--- src/rtl/cache_line_mover_if.sv ---
// Word-level memory bus between the cache line mover and main memory.
// The master side issues requests; the slave side answers with ready/rdata.
interface cache_line_mover_if;
  logic        mem_req;
  logic        mem_we;
  logic [31:0] mem_addr;
  logic [31:0] mem_wdata;
  logic        mem_ready;
  logic [31:0] mem_rdata;

  modport master (
    output mem_req, mem_we, mem_addr, mem_wdata,
    input  mem_ready, mem_rdata
  );

  modport slave (
    input  mem_req, mem_we, mem_addr, mem_wdata,
    output mem_ready, mem_rdata
  );
endinterface

--- src/rtl/cache_line_mover.sv ---
// Moves one cache line word by word: write-back of a dirty victim (WRITE) or
// fill of a missing line (FETCH), with a per-word timeout that latches mem_err.
module cache_line_mover #(
  parameter int CACHE_B   = 5,
  parameter int COUNT_MAX = 2 ** (CACHE_B - 2),
  parameter int TIMEOUT   = 255
) (
  input  logic                       clk,
  input  logic                       reset,
  input  logic                       en,
  input  logic [1:0]                 state,
  input  logic [31:0]                wb_base,
  input  logic [31:0]                fill_base,
  output logic [31:0]                count,
  output logic                       fsm_en,
  cache_line_mover_if.master         mem,
  input  logic [31:0]                line_rdata,
  output logic                       line_we,
  output logic [31:0]                line_wdata,
  output logic                       mem_err
);

  localparam int                WAIT_W    = $clog2(TIMEOUT + 1);
  localparam logic [31:0]       LAST_WORD = 32'(COUNT_MAX - 1);
  localparam logic [WAIT_W-1:0] WAIT_LAST = WAIT_W'(TIMEOUT - 1);

  logic [WAIT_W-1:0] wait_cnt;
  logic              is_normal;
  logic              is_write;
  logic              is_fetch;
  logic              req;
  logic              handshake;

  assign is_normal = state[1];
  assign is_write  = (state == 2'b00);
  assign is_fetch  = (state == 2'b01);

  // Reset gates the request so nothing leaves the block while it is held.
  assign req       = en & ~is_normal & ~mem_err & ~reset;
  assign handshake = req & mem.mem_ready;

  assign mem.mem_req   = req;
  assign mem.mem_we    = req & is_write;
  assign mem.mem_addr  = (is_write ? wb_base : fill_base) + {count[29:0], 2'b00};
  assign mem.mem_wdata = line_rdata;

  assign line_we    = handshake & is_fetch;
  assign line_wdata = mem.mem_rdata;
  assign fsm_en     = ~reset & (is_normal ? en : handshake);

  always_ff @(posedge clk) begin
    if (reset) begin
      count    <= '0;
      wait_cnt <= '0;
      mem_err  <= 1'b0;
    end else begin
      if (is_normal) begin
        count <= '0;
      end else if (handshake) begin
        count <= (count == LAST_WORD) ? '0 : count + 32'd1;
      end

      if (en) begin
        if (!req || handshake) begin
          wait_cnt <= '0;
        end else begin
          wait_cnt <= wait_cnt + WAIT_W'(1);
          if (wait_cnt == WAIT_LAST) mem_err <= 1'b1;
        end
      end
    end
  end

endmodule

--- src/flat_wrapper.sv ---
// flat-port wrapper written by rule: the top's interface ports become plain ports
module cache_line_mover_flat 
#(
  parameter int CACHE_B   = 5,
  parameter int COUNT_MAX = 2 ** (CACHE_B - 2),
  parameter int TIMEOUT   = 255
)
  (clk, reset, en, state, wb_base, fill_base, count, fsm_en, line_rdata, line_we, line_wdata, mem_err, mem_mem_req, mem_mem_we, mem_mem_addr, mem_mem_wdata, mem_mem_ready, mem_mem_rdata);
  cache_line_mover_if mem_i ();
  input  logic clk;
  input  logic reset;
  input  logic en;
  input  logic [1:0] state;
  input  logic [31:0] wb_base;
  input  logic [31:0] fill_base;
  output logic [31:0] count;
  output logic fsm_en;
  input  logic [31:0] line_rdata;
  output logic line_we;
  output logic [31:0] line_wdata;
  output logic mem_err;
  output wire logic [$bits(mem_i.mem_req)-1:0] mem_mem_req;
  output wire logic [$bits(mem_i.mem_we)-1:0] mem_mem_we;
  output wire logic [$bits(mem_i.mem_addr)-1:0] mem_mem_addr;
  output wire logic [$bits(mem_i.mem_wdata)-1:0] mem_mem_wdata;
  input wire logic [$bits(mem_i.mem_ready)-1:0] mem_mem_ready;
  input wire logic [$bits(mem_i.mem_rdata)-1:0] mem_mem_rdata;
  assign mem_mem_req = mem_i.mem_req;
  assign mem_mem_we = mem_i.mem_we;
  assign mem_mem_addr = mem_i.mem_addr;
  assign mem_mem_wdata = mem_i.mem_wdata;
  assign mem_i.mem_ready = mem_mem_ready;
  assign mem_i.mem_rdata = mem_mem_rdata;
  cache_line_mover #(.CACHE_B(CACHE_B), .COUNT_MAX(COUNT_MAX), .TIMEOUT(TIMEOUT)) u_core (.clk(clk), .reset(reset), .en(en), .state(state), .wb_base(wb_base), .fill_base(fill_base), .count(count), .fsm_en(fsm_en), .mem(mem_i), .line_rdata(line_rdata), .line_we(line_we), .line_wdata(line_wdata), .mem_err(mem_err));
endmodule
--- config.mk ---
export PLATFORM = sky130hd
export DESIGN_NAME = cache_line_mover_flat
export DESIGN_NICKNAME = d
export VERILOG_FILES = /design/src/rtl/cache_line_mover_if.sv /design/src/rtl/cache_line_mover.sv /design/src/flat_wrapper.sv
export SDC_FILE = /design/constraint.sdc
export NUM_CORES = 1
export LEC_CHECK = 0
export CORE_ASPECT_RATIO = 2
export CORE_MARGIN = 2
export CORE_UTILIZATION = 35
export CTS_BUF_LIST = sky130_fd_sc_hd__clkbuf_8
export DETAILED_ROUTE_END_ITERATION = 16
export DONT_BUFFER_PORTS = 1
export GPL_TIMING_DRIVEN = 0
export SLEW_MARGIN = 20
export SYNTH_ARGS = -nofsm -noshare
export SYNTH_HDL_FRONTEND = slang
export SYNTH_SLANG_ARGS = --single-unit
--- constraint.sdc ---
create_clock -name clk -period 5.4 [get_ports clk]
set_input_delay 0.81 -clock clk [delete_from_list [all_inputs] [get_ports clk]]
set_output_delay 0.81 -clock clk [all_outputs]
set_load 0.1 [all_outputs]
# Word-level counts from Yosys, hierarchy flattened
# Index checks and enable logic that the tools add are counted.
# word_totals
mem_bits_rw,0
reg_bits,41
rom_bits,0
word_cells,29
memories,0
input_bits,134
out_inout_bits,133
latch_bits,0
# op_classes
shift,0
n_addsub,3
n_div,0
n_eq_ne,3
bitwise_logic,11
mul,0
muxes,4
n_lt_le_gt_ge,0
reduce_logical,5
# op_table
operator,n
2-to-1 mux 32 bit,2
adder 32 x 1 -> 32 bit (second input constant),1
adder 32 bit,1
== test 32 x 3 -> 1 bit (second input constant),1
adder 8 x 1 -> 8 bit (second input constant),1
== test 8 bit (second input constant),1
2-to-1 mux 8 bit,1
bitwise AND 1 bit,7
NOT 1 bit,4
AND reduction 3 bit,1
== test 2 x 1 -> 1 bit (second input constant),1
zero test 2 bit,1
OR reduction 2 bit,1
zero test 1 bit,1
logical OR 1 bit,1
2-to-1 mux 1 bit,1

# Depth between registers and ports, before layout
# logic_depth
word_depth,8
mapped_depth,12
ltp_nobuf,11

# Worst setup path after synthesis
# Ideal clock, no wire load.
# synth_path
path_kind,in2out
start,in state[1]
end,out mem_mem_addr[26]
path_buffers,1
arrival_ns,5.049
slack_ns,-0.459
cell_stages,12
t_required_ns,4.590
cell_sequence,nor2_1 > clkbuf_1 > mux2_2 > ha_1 > fa_1 > a21o_1 > a31o_2 > a211oi_2 > o31ai_2 > a21bo_2 > a221o_2 > nor2_1
# synth_via
elab_chain_len,3
# synth_rtl
element,line,text
"start, declared",flat_wrapper.sv:13,input logic [1:0] state;
zero test 2 bit,cache_line_mover.sv:35,assign is_write = (state == 2'b00);
2-to-1 mux 32 bit,cache_line_mover.sv:44,"assign mem.mem_addr = (is_write ? wb_base : fill_base) + {count[29:0], 2'b00};"
adder 32 bit,cache_line_mover.sv:44,
"end, declared",flat_wrapper.sv:24,output wire logic [$bits(mem_i.mem_addr)-1:0] mem_mem_addr;
# No other way between the ends.

# Worst setup path after layout
# Same ends and word-level chain as after synthesis.

==> results.cfg <==
[outcome]
run_status = finished, final reports clean

[cells_and_area]
most-common-layout-cells = buf_4, nor2_1, nand2_1, ha_1, a21oi_1
synthToLayoutAreaGrowth_pct = 22.0
drive_gt1_share_pct = 33.3
nets = 737
design_area_mm2 = 0.00537
diodes = 0
final_common_cell = buf_4

[worst_setup_path]
r2r_slack_ns = 2.42
cp_max_fo = 10
reg2reg_to = u_core.count[31]
worst_ep_arrival_time_ns = 4.41
reg2reg_from = u_core.count[5]
required_ns = 4.59
startpoint_type = input pin
crit_end = mem_mem_addr[26]
crit_start = state[1]
path_class = input pin to primary output
cp-end-kind = primary output
reg2reg_depth = 8

[floorplan]
die_area_mm2 = 0.0135
start_util_pct = 35.4
die_x_um = 83.3
io_pins = 267
rows = 58
coreArea_mm2 = 0.0124
die_y_um = 163

[global_route]
first_global_vias = 3652
grt_use_total_pct = 17.0
antenna_found_initial = 0
grt_max_degree = 15
grt_overflow_total = 0
grt_pass1_wl_mm = 18.9

[timing]
skew_ns = 0.0132
drv_slew = 0
period_needed_ns = 5.22
setup_viol = 0
grt_setup_unrepaired = no
hold_viol = 0
post-route-period-util_pct = 96.7
slew_headroom_pct = 20.8
tightest_slew_ns = 1.19
hold_ws_ns = 0.516
fmax_mhz = 192

[logic_synthesis]
synth_fp_nets = 719
ys_ff_latch = 41
ys_warn_count = 0
yosysTopAreaCell = dfxtp_1
synth.top_cell.area_share_pct = 18.7
syn_inst = 549
syn_area_mm2 = 0.00440
synthesis.area_per_instance_um2 = 8.01
ys_types = 52
synth-edff-count = 0
synthFlopType = dfxtp_1
synth_area_leaders = dfxtp_1, buf_4, ha_1
ys_seq_area_share_pct = 18.7
synth-async-reset-ratio_pct = 0

[power_and_ir_drop]
power.total_mw = 1.16
peakVddDrop_mv = 0.166
p_per_area_mw_per_mm2 = 216
leakagePower_nw = 2.34

[clock_network]
cts-root-buf = clkbuf_8
clock_latency_ns = 0.30
cts_buffers = 5
clockBufferDepth = 2
cts_tree = built
htree_levels = 2
clkTransAtPathRegs_ns = 0.08
clock_sinks = 41
hold_buffers = 0

[min_path]
min-delay-start = u_core.wait_cnt[6]
hold_path.class = flip-flop to flip-flop

[job]
drv_cap = 0

[detailed_routing]
wl_per_cell_um = 17.0
wl_mm = 12.2
vias = 3918
viasPerCell = 5.46
dr.first_iter.drc_count = 158
remaining_drc_errors = 0
first_pass_iters = 4
route.antenna.remaining_nets = 0

[placement]
gp_congestion = 0.838
port-buffer-count = 0
dp_hpwl_mm = 9.97
place_area_mm2 = 0.00505
==> per-layer routing <==
| layer | vias up | GRT usage, % | wire length (um) |
|---|---|---|---|
| li1 | 1940 | - | - |
| met1 | 1813 | 21.6 | 4870 |
| met2 | 157 | 29.5 | 6160 |
| met3 | 8 | 4.46 | 1040 |
| met4 | 0 | 2.68 | 119 |
| met5 | - | 0 | 0 |
==> synth_stat cells, types with 2 or more instances <==
master    count
a31o_2        2
and3_1       12
nand4_1      13
dfxtp_1      41
mux2i_1       2
buf_2         4
o211a_1       3
xor2_1       39
and2_1        6
clkbuf_1      7
nor4_1        7
a21boi_0      4
nor2b_1       3
nand2_1      39
a31oi_1       4
inv_1         4
o21a_1        4
nand2b_1      6
o21bai_1      3
o21ai_0      15
a211oi_1      4
xnor2_1      18
a211o_1       2
and4_1        6
a21oi_1      34
nor3_1       13
buf_4        66
nand3_1      21
ha_1         35
a21o_1       15
mux2_2       31
nor2_1       60
nand3b_1      4
o211ai_1      4
==> power by group <==
part | switching [mW] | internal [mW] | leakage (nW)
combinational | 0.432 | 0.121 | 1.94
clock | 0.115 | 0.186 | 0.0687
sequential | 0.00224 | 0.303 | 0.338
total | 0.550 | 0.610 | 2.34
==> through the flow <==
| step | utilization [%] | setup TNS, ns | cells | worst slack [ns] |
|---|---|---|---|---|
| floorplan | - | -0.105 | 549 | -0.0443 |
| global placement | 37.6 | -17.45 | 699 | -1.19 |
| detailed placement | 40.7 | -11.43 | 708 | -1.24 |
| CTS | 42.7 | 0 | 716 | 0.00732 |
| global route | 43.2 | 0 | 718 | 0.0652 |
| finish | 43.2 | 0 | 718 | 0.179 |
==> layout make-up <==
class / count / area, um^2
repair buffers: 12 / 183
fillers: 1249 / 7040
plain buffers: 77 / 567
flip-flops and latches: 41 / 840
clock inverters: 3 / 68.8
inverters: 4 / 15.0
multi-input cells: 426 / 3440
well taps: 150 / 188
clock buffers: 5 / 68.8
==> worst max-delay path: stages <==
cell and delay, ns:
nor2_4 0.16, clkbuf_16 0.20, mux2_2 0.34, ha_1 0.23, fa_2 0.41, a21o_1 0.23, a31o_2 0.31, a211oi_4 0.31
o31ai_4 0.18, a21bo_2 0.31, a221o_2 0.38, nor2_4 0.52
==> worst min-delay path by stage <==
stage                          to  slack [ns]  depth (start not counted)
2_1_floorplan  u_core.wait_cnt[6]        0.48                          1
3_3_place_gp   u_core.wait_cnt[5]        0.51                          2
4_1_cts        u_core.wait_cnt[6]        0.52                          1
6_report       u_core.wait_cnt[6]        0.52                          1
5_1_grt        u_core.wait_cnt[6]        0.54                          1
3_5_place_dp   u_core.wait_cnt[6]        0.50                          1
==> logic make-up (layout without fill, tap and decap cells) <==
group	after synthesis	count (layout)	synth area share, %
simple gates	194	194	22.0
compound gates	106	106	16.4
buf+inv	82	101	12.8
xor+xnor	57	57	11.4
flops	41	41	18.7
fa+ha+maj	36	36	10.4
mux	33	33	8.39
==> sequential cells by signal (all words and copies together) (netlist names) <==
name             cells
u_core.count        32
u_core.wait_cnt      8
u_core.mem_err       1
==> what timing repair did <==
| action | in CTS | in global routing |
|---|---|---|
| setup buffers | 0 | 3 |
| pin swaps | 4 | 7 |
| endpoints found under the hold margin | 0 | 0 |
| gates resized for setup | 20 | 10 |
| setup endpoints to repair | 21 | 8 |
(Power assumes the default switching activity.)
